`src/rtl/fetch_pkg.sv`:
```
// Shared fetch-stage definitions: state encoding, vector addresses and bus widths,
// reused by decode and the memory arbiter.
package fetch_pkg;

  typedef enum logic [1:0] {
    VEC_RST = 2'd0,
    RUN     = 2'd1,
    VEC_INT = 2'd2,
    HALT    = 2'd3
  } fetch_state_e;

  localparam int         FETCH_ADDR_W  = 8;
  localparam int         FETCH_DATA_W  = 8;
  localparam logic [7:0] FETCH_RST_VEC = 8'h00;
  localparam logic [7:0] FETCH_INT_VEC = 8'h01;

endpackage

```
`src/rtl/fetch_unit_if.sv`:
```
// Fetch-stage bus: instruction-memory port, redirect/hazard controls from later
// stages, and the IF/ID register plus interrupt handshake toward decode.
interface fetch_unit_if import fetch_pkg::*; #(
  parameter int ADDR_W = FETCH_ADDR_W,
  parameter int DATA_W = FETCH_DATA_W
);
  logic [ADDR_W-1:0] imem_addr;
  logic [DATA_W-1:0] imem_data;
  logic              stall;
  logic              redirect_valid;
  logic [ADDR_W-1:0] redirect_pc;
  logic              hlt;
  logic              interrupt;
  logic [ADDR_W-1:0] pc;
  logic [DATA_W-1:0] if_instr;
  logic [ADDR_W-1:0] if_pc_next;
  logic              if_valid;
  logic              int_ack;
  logic [ADDR_W-1:0] int_ret_pc;
  logic              halted;

  modport master (
    output imem_addr, pc, if_instr, if_pc_next, if_valid, int_ack, int_ret_pc, halted,
    input  imem_data, stall, redirect_valid, redirect_pc, hlt, interrupt
  );

  modport slave (
    input  imem_addr, pc, if_instr, if_pc_next, if_valid, int_ack, int_ret_pc, halted,
    output imem_data, stall, redirect_valid, redirect_pc, hlt, interrupt
  );
endinterface

```
`src/rtl/fetch_unit_irq_latch.sv`:
```
// Interrupt rising-edge detector with a sticky pending flag; an edge coinciding
// with a clear wins so no request is lost.
module irq_latch (
  input  logic clk,
  input  logic rst,
  input  logic interrupt,
  input  logic clear,
  output logic pending
);
  logic irq_prev;
  logic irq_edge;

  assign irq_edge = interrupt & ~irq_prev;

  always_ff @(posedge clk) begin
    if (!rst) begin
      irq_prev <= 1'b0;
      pending  <= 1'b0;
    end else begin
      irq_prev <= interrupt;
      pending  <= irq_edge | (pending & ~clear);
    end
  end
endmodule

```
`src/rtl/fetch_unit.sv`:
```
// Instruction-fetch stage: PC, reset/interrupt vectoring, HLT stop and the IF/ID
// register feeding decode.
module fetch_unit import fetch_pkg::*; #(
  parameter int                ADDR_W  = FETCH_ADDR_W,
  parameter int                DATA_W  = FETCH_DATA_W,
  parameter logic [ADDR_W-1:0] RST_VEC = FETCH_RST_VEC,
  parameter logic [ADDR_W-1:0] INT_VEC = FETCH_INT_VEC
) (
  input logic          clk,
  input logic          rst,
  fetch_unit_if.master bus
);
  fetch_state_e      state, state_nxt;
  logic [ADDR_W-1:0] pc_p0, pc_nxt, pc_inc;
  logic [ADDR_W-1:0] ret_pc_q;
  logic [DATA_W-1:0] instr_p1, instr_nxt;
  logic [ADDR_W-1:0] pc_next_p1, pc_next_nxt;
  logic              vld_p1, vld_nxt;
  logic              halted_q, halted_nxt;
  logic              int_take;
  logic              irq_pending;

  irq_latch u_irq_latch (
    .clk       (clk),
    .rst       (rst),
    .interrupt (bus.interrupt),
    .clear     (int_take),
    .pending   (irq_pending)
  );

  assign pc_inc = pc_p0 + ADDR_W'(1);

  always_comb begin
    state_nxt     = state;
    pc_nxt        = pc_p0;
    instr_nxt     = instr_p1;
    pc_next_nxt   = pc_next_p1;
    vld_nxt       = vld_p1;
    halted_nxt    = halted_q;
    int_take      = 1'b0;
    bus.imem_addr = pc_p0;
    case (state)
      VEC_RST: begin
        bus.imem_addr = RST_VEC;
        pc_nxt        = ADDR_W'(bus.imem_data);
        state_nxt     = RUN;
        vld_nxt       = 1'b0;
      end
      VEC_INT: begin
        bus.imem_addr = INT_VEC;
        pc_nxt        = ADDR_W'(bus.imem_data);
        state_nxt     = RUN;
        vld_nxt       = 1'b0;
      end
      RUN: begin
        // Priority: redirect beats HLT beats interrupt take beats stall.
        if (bus.redirect_valid) begin
          pc_nxt  = bus.redirect_pc;
          vld_nxt = 1'b0;
        end else if (bus.hlt) begin
          state_nxt  = HALT;
          halted_nxt = 1'b1;
          vld_nxt    = 1'b0;
        end else if (irq_pending && !bus.stall) begin
          int_take  = 1'b1;
          state_nxt = VEC_INT;
          vld_nxt   = 1'b0;
        end else if (!bus.stall) begin
          instr_nxt   = bus.imem_data;
          pc_next_nxt = pc_inc;
          vld_nxt     = 1'b1;
          pc_nxt      = pc_inc;
        end
      end
      HALT: halted_nxt = 1'b1;
    endcase
  end

  // Stage p0 -> p1: PC update and IF/ID capture
  always_ff @(posedge clk) begin
    if (!rst) begin
      state      <= VEC_RST;
      pc_p0      <= '0;
      instr_p1   <= '0;
      pc_next_p1 <= '0;
      vld_p1     <= 1'b0;
      halted_q   <= 1'b0;
      ret_pc_q   <= '0;
    end else begin
      state      <= state_nxt;
      pc_p0      <= pc_nxt;
      instr_p1   <= instr_nxt;
      pc_next_p1 <= pc_next_nxt;
      vld_p1     <= vld_nxt;
      halted_q   <= halted_nxt;
      if (int_take) ret_pc_q <= pc_p0;
    end
  end

  assign bus.pc         = pc_p0;
  assign bus.if_instr   = instr_p1;
  assign bus.if_pc_next = pc_next_p1;
  assign bus.if_valid   = vld_p1;
  assign bus.int_ack    = int_take;
  assign bus.int_ret_pc = int_take ? pc_p0 : ret_pc_q;
  assign bus.halted     = halted_q;
endmodule

```
`src/flat_wrapper.sv`:
```
// flat-port wrapper written by rule: the top's interface ports become plain ports
module fetch_unit_flat import fetch_pkg::*;
#(
  parameter int                ADDR_W  = FETCH_ADDR_W,
  parameter int                DATA_W  = FETCH_DATA_W,
  parameter logic [ADDR_W-1:0] RST_VEC = FETCH_RST_VEC,
  parameter logic [ADDR_W-1:0] INT_VEC = FETCH_INT_VEC
)
  (clk, rst, bus_imem_addr, bus_pc, bus_if_instr, bus_if_pc_next, bus_if_valid, bus_int_ack, bus_int_ret_pc, bus_halted, bus_imem_data, bus_stall, bus_redirect_valid, bus_redirect_pc, bus_hlt, bus_interrupt);
  fetch_unit_if #(.ADDR_W(ADDR_W), .DATA_W(DATA_W)) bus_i ();
  input logic clk;
  input logic rst;
  output wire logic [$bits(bus_i.imem_addr)-1:0] bus_imem_addr;
  output wire logic [$bits(bus_i.pc)-1:0] bus_pc;
  output wire logic [$bits(bus_i.if_instr)-1:0] bus_if_instr;
  output wire logic [$bits(bus_i.if_pc_next)-1:0] bus_if_pc_next;
  output wire logic [$bits(bus_i.if_valid)-1:0] bus_if_valid;
  output wire logic [$bits(bus_i.int_ack)-1:0] bus_int_ack;
  output wire logic [$bits(bus_i.int_ret_pc)-1:0] bus_int_ret_pc;
  output wire logic [$bits(bus_i.halted)-1:0] bus_halted;
  input wire logic [$bits(bus_i.imem_data)-1:0] bus_imem_data;
  input wire logic [$bits(bus_i.stall)-1:0] bus_stall;
  input wire logic [$bits(bus_i.redirect_valid)-1:0] bus_redirect_valid;
  input wire logic [$bits(bus_i.redirect_pc)-1:0] bus_redirect_pc;
  input wire logic [$bits(bus_i.hlt)-1:0] bus_hlt;
  input wire logic [$bits(bus_i.interrupt)-1:0] bus_interrupt;
  assign bus_imem_addr = bus_i.imem_addr;
  assign bus_pc = bus_i.pc;
  assign bus_if_instr = bus_i.if_instr;
  assign bus_if_pc_next = bus_i.if_pc_next;
  assign bus_if_valid = bus_i.if_valid;
  assign bus_int_ack = bus_i.int_ack;
  assign bus_int_ret_pc = bus_i.int_ret_pc;
  assign bus_halted = bus_i.halted;
  assign bus_i.imem_data = bus_imem_data;
  assign bus_i.stall = bus_stall;
  assign bus_i.redirect_valid = bus_redirect_valid;
  assign bus_i.redirect_pc = bus_redirect_pc;
  assign bus_i.hlt = bus_hlt;
  assign bus_i.interrupt = bus_interrupt;
  fetch_unit #(.ADDR_W(ADDR_W), .DATA_W(DATA_W), .RST_VEC(RST_VEC), .INT_VEC(INT_VEC)) u_core (.clk(clk), .rst(rst), .bus(bus_i));
endmodule
```
`config.mk`:
```
export PLATFORM = sky130hd
export DESIGN_NAME = fetch_unit_flat
export DESIGN_NICKNAME = d
export VERILOG_FILES = /design/src/rtl/fetch_pkg.sv /design/src/rtl/fetch_unit_if.sv /design/src/rtl/fetch_unit_irq_latch.sv /design/src/rtl/fetch_unit.sv /design/src/flat_wrapper.sv
export SDC_FILE = /design/constraint.sdc
export NUM_CORES = 1
export LEC_CHECK = 0
export ABC_AREA = 0
export ABC_CLOCK_PERIOD_IN_PS = 2100
export BUFFER_PORTS_ARGS = -buffer_cell sky130_fd_sc_hd__buf_2
export CELL_PAD_IN_SITES_DETAIL_PLACEMENT = 1
export CELL_PAD_IN_SITES_GLOBAL_PLACEMENT = 2
export CORE_MARGIN = 2
export CORE_UTILIZATION = 28
export DETAILED_ROUTE_END_ITERATION = 12
export MAX_ROUTING_LAYER = met4
export PLACE_DENSITY = 0.82
export SYNTH_ARGS = -nofsm -noshare
export SYNTH_HDL_FRONTEND = slang
export SYNTH_SLANG_ARGS = --single-unit
```
`constraint.sdc`:
```
create_clock -name clk -period 2.1 [get_ports clk]
set_input_delay 0.105 -clock clk [delete_from_list [all_inputs] [get_ports clk]]
set_output_delay 0.105 -clock clk [all_outputs]
set_load 0.1 [all_outputs]
```
=== Yosys cells after proc, flatten, opt, wreduce, memory -nomap -nowiden ===
Cells that the tools add are included.

* Flip-flop bits (word level): 38
* Word-level logic and storage cells: 63

* $add $sub $neg: 1
* Equal/unequal tests: 10
* Reductions and logical operators: 11
* Bitwise logic cells: 9
* Multiplexer cells: 23

{| class="wikitable"
|+ Operator list
! operator !! count
|-
| $mux W8 || 5
|-
| $pmux W8 S2 || 2
|-
| $mux W1 || 10
|-
| $ne A3 B3 Y1 const B || 3
|-
| $add A8 B1 Y8 const B || 1
|-
| $mux W2 || 3
|-
| $not A1 Y1 || 6
|-
| $reduce_and A3 Y1 || 2
|-
| $ne A5 B4 Y1 const B || 1
|-
| $reduce_and A5 Y1 || 1
|-
| $eq A2 B2 Y1 const B || 2
|-
| $ne A2 B2 Y1 const B || 2
|-
| $pmux W1 S2 || 2
|-
| $pmux W2 S2 || 1
|-
| $reduce_and A4 Y1 || 1
|-
| $reduce_bool A2 Y1 || 2
|-
| $ne A3 B2 Y1 const B || 1
|-
| $and A1 B1 Y1 || 2
|-
| $eq A2 B1 Y1 const B || 1
|-
| $logic_not A2 Y1 || 1
|-
| $reduce_and A2 Y1 || 1
|-
| $reduce_or A2 Y1 || 1
|-
| $logic_and A1 B1 Y1 || 1
|-
| $logic_not A1 Y1 || 1
|-
| $or A1 B1 Y1 || 1
|}

=== Depth between registers and ports, before layout ===
Gate-level depths: netlist (run 1).

* Depth in word-level cells: 9
* Gate-level depth with buffers: 5
* Mapped depth without buffers: 5

=== Modules after synthesis ===
A second synthesis (run 1) with hierarchy kept.

* Cell total of the unflattened synthesis: 206
* Area total of the unflattened synthesis: 1824.2 µm²

{| class="wikitable"
|+ Modules (own cells, without submodules)
! module !! sequential area each (µm²) !! times used !! area each (µm²) !! cells an instance
|-
| fetch_unit || 720.7 || 1 || 1754.2 || 200
|-
| irq_latch || 40.0 || 1 || 70.1 || 6
|}

=== Least setup slack after synthesis (run 1) ===
No wires, ideal clock.

* Path type: reg-to-output
* Start point: register u_core.pc_p0[2] (netlist: u_core.bus.pc[2])
* End point: output bus_imem_addr[2]
* Cell stages (with the launch flop): 3
* Data arrival time: 2.024 ns
* Path slack: -0.029 ns
* Required time: 1.995 ns
* Buffers on the path: 1
* Path through: dfxtp_1 clkbuf_1 and2_1

* Word-level cells in the longest chain between the ends: 1

{| class="wikitable"
|+ Ends and longest elaborated chain
! element !! line !! RTL
|-
| start: declaration || fetch_unit.sv:14 || <nowiki>logic [ADDR_W-1:0] pc_p0, pc_nxt, pc_inc;</nowiki>
|-
| start signal: assignment || fetch_unit.sv:91 || <nowiki>pc_p0 <= pc_nxt;</nowiki>
|-
| $pmux W8 S2 || fetch_unit.sv:42 || <nowiki>case (state)</nowiki>
|-
| end: declaration || flat_wrapper.sv:13 || <nowiki>output wire logic [$bits(bus_i.imem_addr)-1:0] bus_imem_addr;</nowiki>
|}

Every way passes these cells.

=== Final worst setup path (run 1) ===
* Start point: register u_core.state[0]
* End point: output bus_int_ret_pc[7]

* Word-level cells in the longest chain between the ends: 3

{| class="wikitable"
|+ Ends and longest elaborated chain
! element !! line !! RTL
|-
| start: declaration || fetch_unit.sv:13 || <nowiki>fetch_state_e state, state_nxt;</nowiki>
|-
| start signal: assignment || fetch_unit.sv:90 || <nowiki>state <= state_nxt;</nowiki>
|-
| $eq A2 B1 Y1 || fetch_unit.sv:42 ||
|-
| $mux W1 || fetch_unit.sv:42 ||
|-
| $mux W8 || -- ||
|-
| end: declaration || flat_wrapper.sv:19 || <nowiki>output wire logic [$bits(bus_i.int_ret_pc)-1:0] bus_int_ret_pc;</nowiki>
|}

Every way passes these cells.

==> results of run 1 <==
worst paths after layout:
| kind | cells after the start | start | endpoint |
|---|---|---|---|
| max | 4 | u_core.state[0]$_SDFFE_PN0P_ | bus_int_ret_pc[7] |
| min | 2 | bus_interrupt | u_core.u_irq_latch.irq_prev$_SDFF_PN0_ |
| max reg2reg | 4 | u_core.state[1]$_SDFFE_PN0P_ | u_core.bus.if_instr[6]$_SDFFE_PN0P_ |
| min reg2reg | 2 | u_core.bus.if_instr[0]$_SDFFE_PN0P_ | u_core.bus.if_instr[0]$_SDFFE_PN0P_ |
metal layers:
metal | wire length, um | GRT usage [%] | share of wire [%] | vias up
li1 | - | - | - | 844
met1 | 2407 | 19.91 | 45 | 836
met2 | 2596 | 25.50 | 49 | 37
met3 | 245 | 3.307 | 4.6 | 6
met4 | 82 | 5.339 | 1.5 | 0
met5 | 0 | - | 0 | -
cell families after synthesis:
logic type      Yosys count  share of synthesized area, %
simple gates             79                         22.77
compound gates           54                         22.16
flops                    38                         41.08
buf+inv                  19                         4.459
mux                      10                         6.014
xor+xnor                  6                         2.838
fa+ha+maj                 1                        0.6756
final cells by class:
type                       instances  area, sq um
fill                             774         3864
multi-input combinational        150         1025
sequential                        38        762.0
timing repair buffer              67        478.0
inverter                           5        18.77
clock buffer                       6        82.58
clock inverter                     2        60.06
tap                               77        96.34
layout by cell type, fill, tap and decap left out, types with 4 or more instances in the layout:
cell type  synthesis  final
a21oi_1            8      8
and2_1            18     16
mux2_2             9      9
o211ai_1           4      4
clkbuf_8           0      6
nand2_1           28     28
nor2b_1            4      4
nor2_1            10     10
o21ai_0           11     11
and3_1             6      6
dfxtp_1           38     37
buf_12             0      9
a21boi_1          10     10
xnor2_1            5      5
buf_2              3     55
inv_1              5      5
what timing repair did:
action | in CTS | in global routing
hold buffers | 0 | 0
setup endpoints to repair | 8 | 8
resized for setup | 1 | 1
buffers inserted | 0 | 0
gates cloned | 0 | 0
registers in the layout, summed over array words and instances (netlist names):
signal                       cells
u_core.bus.pc                    8
u_core.bus.if_valid              1
u_core.u_irq_latch.irq_prev      1
u_core.bus.if_instr              8
u_core.bus.if_pc_next            8
u_core.ret_pc_q                  8
u_core.bus.halted                1
u_core.state                     2
u_core.u_irq_latch.pending       1
per-stage QoR:
stage | setup WS, ps | hold WS [ps] | cell area, sq um | std cells | power [mW]
6_report | 175.5 | 43.05 | 2522 | 345 | 2.032
5_1_grt | 63.45 | 44.22 | 2522 | 345 | 2.111
4_1_cts | 62.18 | 36.35 | 2517 | 345 | 2.057
3_5_place_dp | 230.2 | 353.3 | 2366 | 337 | 1.270
2_1_floorplan | 25.37 | 239.9 | 1856 | 207 | 1.162
3_3_place_gp | 262.1 | 343.7 | 2366 | 337 | 1.268
report_power, final:
part / switching (mW) / internal [mW] / leakage [nW]
registers: 0.0434 / 0.749 / 0.310
logic: 0.350 / 0.111 / 0.792
clock network: 0.272 / 0.507 / 0.0714
total: 0.665 / 1.37 / 1.17
==> results.tsv, run 1 <==
metric	value	unit
leakage	1.173	nW
setup_viol	0	
ys_top_cells_by_count	dfxtp_1 (38), nand2_1 (28), and2_1 (18), o21ai_0 (11)	
io_buffer_count	64	
globalRouteOverflowTotal	0	
synth.largest_area_cell	dfxtp_1	
cts_buffer_depth	2	
grt_pass1_wl	8907	um
synth_top_area_share	41.08	%
routedWlPerCell	15.46	um
critical_path.max_fanout	10	
dp_hpwl	3937	um
grt_pass1_vias	1752	
via_per_inst	4.994	
reg2reg_slack	230	ps
cts_buffers	5	
core	0.006386	sq mm
drc	0	
drt_iter0_drc	67	
routed_wl	5333	um
drv_slew	0	
diodes	0	
synth-seq-cells	38	
clock_skew	7.572	ps
dieHeight	85.33	um
worst_pin_slew	608.3	ps
track_usage	15.90	%
path_class	flip-flop to output port	
cp_top_family	simple AND/OR/NAND/NOR gates	
synthCells	207	
finalHoldViolCount	0	
cp-end-kind	output port	
vias	1723	
worst_path_max_delay_cell	dfxtp_1	
cts_tree	built	
clock.fmax	0.5196	GHz
ant_nets	0	
power_density	805.5	mW/mm^2
cts_sinks	38	
yosys.cell_types.count	43	
grt_max_degree	39	
setup_tns	0	ps
layout-drive-gt1-share	35.07	%
status	completed	
antenna_found_initial	0	
synth_area_leaders	dfxtp_1 (41%), and2_1 (6.1%), nand2_1 (5.7%)	
nets	290	
synth_edf_count	0	
cp_num_buf_inv	1	
utilization	39.50	%
start_kind	flip-flop	
slowest_delay	470	ps
num_io_pins	65	
slew_headroom	59.44	%
clk_latency	300	ps
die_x	85.33	um
crit_arrival	1820	ps
drtPass1Iterations	4	
ys.flop_type	dfxtp_1	
gp_congestion	0.8052	
finalCriticalPeriod	1924	ps
num_rows	29	
ctsHtreeMaxLevel	2	
cts-root-buf	clkbuf_8	
yosysMostFrequentCell	dfxtp_1	
grt_setup_unrepaired	no	
async_flop_share	0	%
max_cap_viol_count	0	
start_util	29.00	%
hold_class	primary input to flip-flop	
crit_chain	nor2b_4, nand4b_4, mux2_2, buf_12	
yosysSeqAreaShare	41.08	%
peakVddDrop	0.0003607	V
area_growth	36.22	%
post-route-period-util	91.64	%
ys_warn_count	0	
dieArea	0.007280	sq mm
syn_area	0.001852	sq mm
cp.required	2000	ps
synth_fp_nets	230	
syn_area_per_cell	8.946	sq um
path_clk_slew	80	ps
(Power assumes the default switching activity.)
==> run 2: changes to the inputs <==
--- a/config.mk
+++ b/config.mk
@@ -6,7 +6,7 @@
 export NUM_CORES = 1
 export LEC_CHECK = 0
 export ABC_AREA = 0
-export ABC_CLOCK_PERIOD_IN_PS = 2100
+export ABC_CLOCK_PERIOD_IN_PS = 2200
 export BUFFER_PORTS_ARGS = -buffer_cell sky130_fd_sc_hd__buf_2
 export CELL_PAD_IN_SITES_DETAIL_PLACEMENT = 1
 export CELL_PAD_IN_SITES_GLOBAL_PLACEMENT = 2
==> constraint.sdc (replaced) <==
create_clock -name clk -period 2.2 [get_ports clk]
set_input_delay 0.11 -clock clk [delete_from_list [all_inputs] [get_ports clk]]
set_output_delay 0.11 -clock clk [all_outputs]
set_load 0.1 [all_outputs]
==> results.tsv, run 2 (synthesized netlist as in run 1, its figures left out) <==
metric	value	unit	change
status	completed		unchanged
dieArea	0.007280	sq mm	unchanged
max_cap_viol_count	0		unchanged
antenna_found_initial	0		unchanged
peakVddDrop	0.0002709	V	was 0.0003607 V
core	0.006386	sq mm	unchanged
grt_setup_unrepaired	no		unchanged
leakage	1.143	nW	was 1.173 nW
vias	1712		was 1723
clk_latency	290	ps	was 300 ps
area_growth	32.97	%	was 36.22%
worst_pin_slew	627.4	ps	was 608.3 ps
post_dp_cell_area	0.002362	sq mm	was 0.002366 sq mm
fin_area	0.002462	sq mm	was 0.002522 sq mm
start_util	29.00	%	unchanged
cp-end-kind	output port		unchanged
clock_skew	6.774	ps	was 7.572 ps
worstRegToRegCells	4		unchanged
cts_sinks	38		unchanged
track_usage	15.31	%	was 15.90%
holdPathStages	2		unchanged
ant_nets	0		unchanged
clock.fmax	0.5069	GHz	
power_density	688.4	mW/mm^2	was 805.5 mW/mm^2
io_buffer_count	64		unchanged
via_per_inst	4.962		was 4.994
gp_congestion	0.7783		was 0.8052
final_common_cell	buf_2		unchanged
finalNonFillerCells	345		unchanged
layout-drive-gt1-share	33.58	%	was 35.07%
drtPass1Iterations	4		unchanged
cts-root-buf	clkbuf_8		unchanged
utilization	38.56	%	was 39.50%
place_inst	337		unchanged
grt_max_degree	39		unchanged
setup_viol	0		unchanged
dieHeight	85.33	um	unchanged
drt_iter0_drc	68		was 67
cts_buffers	5		unchanged
post-route-period-util	89.68	%	
routed_wl	5268	um	was 5333 um
cts_tree	built		unchanged
num_io_pins	65		unchanged
drc	0		unchanged
cp.required	2090	ps	was 2000 ps
grt_pass1_wl	8480	um	was 8907 um
globalRouteOverflowTotal	0		unchanged
die_x	85.33	um	unchanged
dp_hpwl	3865	um	was 3937 um
grt_pass1_vias	1690		was 1752
critical_path.max_fanout	11		was 10
path_clk_slew	70	ps	was 80 ps
setup_tns	0	ps	unchanged
finalCriticalPeriod	1973	ps	
ctsHtreeMaxLevel	2		unchanged
start_kind	flip-flop		unchanged
finalHoldViolCount	0		unchanged
num_rows	29		unchanged
setup_slack	227.1	ps	was 175.5 ps
nets	290		unchanged
drv_slew	0		unchanged
diodes	0		unchanged
hold_class	primary input to flip-flop		unchanged
dp_worst_setup_slack	366.7	ps	was 230.2 ps
path_class	flip-flop to output port		unchanged
slew_headroom	58.17	%	was 59.44%
crit_arrival	1860	ps	was 1820 ps
layout_common_cells	buf_2 (55), dfxtp_1 (38), nand2_1 (28)		was buf_2 (55), dfxtp_1 (37), nand2_1 (28)
routedWlPerCell	15.27	um	was 15.46 um
cts_buffer_depth	2		unchanged
-- run 2: cell types whose count changed in the layout (fill, tap and decap cells not counted), sizes merged --
cell | previous run | this run
clkinv | 0 | 1
bufinv | 2 | 0
clkbuf | 6 | 7
-- run 2: per-layer routing --
metal | track usage [%] | part of all wire (%)
met1 | 20.37 | 48
met2 | 23.44 | 46
met3 | 2.724 | 4.7
met4 | 5.195 | 1.6
met5 | - | 0
-- run 2: what timing repair did --
item | CTS | global route
setup endpoints to repair | 0 | 8
hold buffers | 0 | 0
setup buffers | 0 | 0
gates resized for setup | 0 | 1
hold endpoints to repair | 0 | 0
-- run 2: path summary, 6_finish.rpt --
| kind | start | end | slack [ps] |
|---|---|---|---|
| max reg2reg | u_core.state[1]$_SDFFE_PN0P_ | u_core.bus.if_instr[2]$_SDFFE_PN0P_ | 360 |
| max | u_core.state[1]$_SDFFE_PN0P_ | bus_int_ret_pc[6] | 230 |
| min reg2reg | u_core.bus.if_instr[5]$_SDFFE_PN0P_ | u_core.bus.if_instr[5]$_SDFFE_PN0P_ | 450 |
| min | bus_interrupt | u_core.u_irq_latch.irq_prev$_SDFF_PN0_ | 60 |
-- run 2: worst max-delay path, stage by stage (launching register included) --
cell and delay (ps):
dfxtp_1 450, nor2b_2 330, nand4b_4 240, mux2_2 370, buf_12 170
-- run 2: cell type report --
cell class                 count  area (sq um)
clock buffer                   7         86.33
inverter                       5         18.77
multi-input combinational    150          1017
clock inverter                 1         5.005
fill                         783          3924
timing repair buffer          67         478.0
sequential                    38         760.7
tap                           77         96.34
-- run 2: metrics by stage --
stage	total power, mW	hold WS, ps
after floorplan	1.108	244.9
after global placement	1.206	350.5
after detailed placement	1.209	356.6
after CTS	1.713	51.49
after global routing	1.766	65.76
final	1.695	58.59
-- run 2: power breakdown --
part / leakage [nW] / switching, mW / internal, mW
sequential: 0.310 / 0.0427 / 0.714
combinational: 0.785 / 0.332 / 0.104
clock: 0.0482 / 0.249 / 0.253
total: 1.14 / 0.624 / 1.07
==> run 3: changes to the inputs <==
--- a/config.mk
+++ b/config.mk
@@ -15,6 +15,7 @@
 export DETAILED_ROUTE_END_ITERATION = 12
 export MAX_ROUTING_LAYER = met4
 export PLACE_DENSITY = 0.82
+export REMOVE_ABC_BUFFERS = 1
 export SYNTH_ARGS = -nofsm -noshare
 export SYNTH_HDL_FRONTEND = slang
 export SYNTH_SLANG_ARGS = --single-unit
==> results.tsv, run 3 (synthesized netlist as in run 1, its figures left out) <==
metric	value	unit	change
swShare	32.70	%	was 36.80%
post-route-period-util	90.32	%	was 89.68%
worst_pin_slew	613.9	ps	was 627.4 ps
layout_common_cells	buf_2 (55), dfxtp_1 (38), nand2_1 (28)		unchanged
finalHoldViolCount	0		unchanged
clk_latency	290	ps	about the same
grt_pass1_wl	8424	um	was 8480 um
slew_headroom	59.07	%	was 58.17%
status	completed		unchanged
drc	0		unchanged
start_util	29.00	%	unchanged
seqPwrFrac	39.1	%	was 44.7%
core	0.006386	sq mm	unchanged
gp_congestion	0.7353		was 0.7783
vias	1725		was 1712
dp_hpwl	3800	um	was 3865 um
clock.fmax	0.5033	GHz	was 0.5069 GHz
io_buffer_count	64		unchanged
cts_buffer_depth	2		unchanged
cts_tree	built		unchanged
setup_slack	213.0	ps	was 227.1 ps
drt_iter0_drc	69		was 68
p_int	1.301	mW	was 1.071 mW
num_rows	29		unchanged
cts_setup_buffers	0		unchanged
globalRouteOverflowTotal	0		unchanged
fin_area	0.002506	sq mm	was 0.002462 sq mm
path_clk_slew	80	ps	was 70 ps
drtPass1Iterations	4		unchanged
track_usage	14.80	%	was 15.31%
leakage	1.162	nW	was 1.143 nW
final_common_cell	buf_2		unchanged
setup_tns	0	ps	unchanged
ctsHtreeMaxLevel	2		unchanged
pwr-share-clk	38.5	%	was 29.6%
grt_setup_unrepaired	no		unchanged
critical_path.max_fanout	10		was 11
dp_worst_setup_slack	331.1	ps	was 366.7 ps
crit_arrival	1880	ps	was 1860 ps
num-fill-cells	761		was 783
path_class	flip-flop to output port		unchanged
routed_wl	5189	um	was 5268 um
setup_viol	0		unchanged
die_x	85.33	um	unchanged
cts-root-buf	clkbuf_8		unchanged
ant_nets	0		unchanged
power_density	771.2	mW/mm^2	was 688.4 mW/mm^2
cts_sinks	38		unchanged
peakVddDrop	0.0005639	V	was 0.0002709 V
grt_max_degree	39		unchanged
finalPower	1.933	mW	was 1.695 mW
dieArea	0.007280	sq mm	unchanged
grt_pass1_vias	1662		was 1690
antenna_found_initial	0		unchanged
cp.required	2090	ps	about the same
start_kind	flip-flop		unchanged
max_cap_viol_count	0		unchanged
switching_power	0.6319	mW	was 0.6238 mW
diodes	0		unchanged
area_growth	35.34	%	was 32.97%
routedWlPerCell	15.08	um	was 15.27 um
post_dp_cell_area	0.002355	sq mm	was 0.002362 sq mm
layout-drive-gt1-share	33.71	%	was 33.58%
via_per_inst	5.015		was 4.962
comb_power_share	22.4	%	was 25.7%
dieHeight	85.33	um	unchanged
cp-end-kind	output port		unchanged
cts_buffers	5		unchanged
clock_skew	7.935	ps	was 6.774 ps
hold_class	primary input to flip-flop		unchanged
nets	289		was 290
num_io_pins	65		unchanged
finalCriticalPeriod	1987	ps	was 1973 ps
drv_slew	0		unchanged
==> run 3: critical path, stage by stage, from the launching register on <==
cell      delay (ps)
dfxtp_1          440
nor2b_2          360
nand4b_4         250
mux2_2           370
buf_12           170
==> run 3: power by group through the flow <==
| stage | clock network [mW] | registers (mW) | logic (mW) |
|---|---|---|---|
| CTS | 0.764 | 0.755 | 0.435 |
| finish | 0.744 | 0.755 | 0.434 |
| detailed placement | 0 | 0.772 | 0.434 |
| floorplan | 0 | 0.915 | 0.179 |
| global route | 0.790 | 0.762 | 0.457 |
| global placement | 0 | 0.771 | 0.431 |
==> run 3: final timing paths <==
check                                           start  cells after the start                                      to  slack [ps]
hold / removal                          bus_interrupt                      2  u_core.u_irq_latch.irq_prev$_SDFF_PN0_          40
setup reg to reg         u_core.state[1]$_SDFFE_PN0P_                      4   u_core.bus.if_pc_next[0]$_SDFFE_PN0P_         360
setup / recovery         u_core.state[0]$_SDFFE_PN0P_                      4                       bus_int_ret_pc[1]         210
hold reg to reg   u_core.bus.if_instr[5]$_SDFFE_PN0P_                      2     u_core.bus.if_instr[5]$_SDFFE_PN0P_         450
==> run 3: layout make-up <==
type                            count  area, sq um  area share [%]
Inverter                            5        18.77          0.7489
Timing Repair Buffer               66        470.5           18.77
Clock buffer                        6        82.58           3.295
Multi-Input combinational cell    150         1017           40.59
Tap cell                           77        96.34           3.844
Sequential cell                    38        760.7           30.35
Clock inverter                      2        60.06           2.396
==> run 3: repair_timing <==
| action | 4_1_cts | 5_1_grt |
|---|---|---|
| hold buffers | 0 | 0 |
| endpoints found under the setup margin | 0 | 8 |
| endpoints found under the hold margin | 0 | 0 |
| gates resized for setup | 0 | 1 |
==> run 3: metrics by stage <==
stage                     utilization (%)  cells  hold slack [ps]
after floorplan                         -    193            227.5
after global placement              36.87    336            340.8
after detailed placement            36.87    336            344.4
after CTS                           39.11    344            35.29
after global routing                39.24    344            59.88
final                               39.24    344            44.54
==> run 3: per-layer routing <==
layer / track usage, % / part of all wire [%]
met5: - / 0
met4: 3.030 / 0.44
met1: 19.16 / 45
met2: 23.93 / 48
met3: 3.113 / 6.1
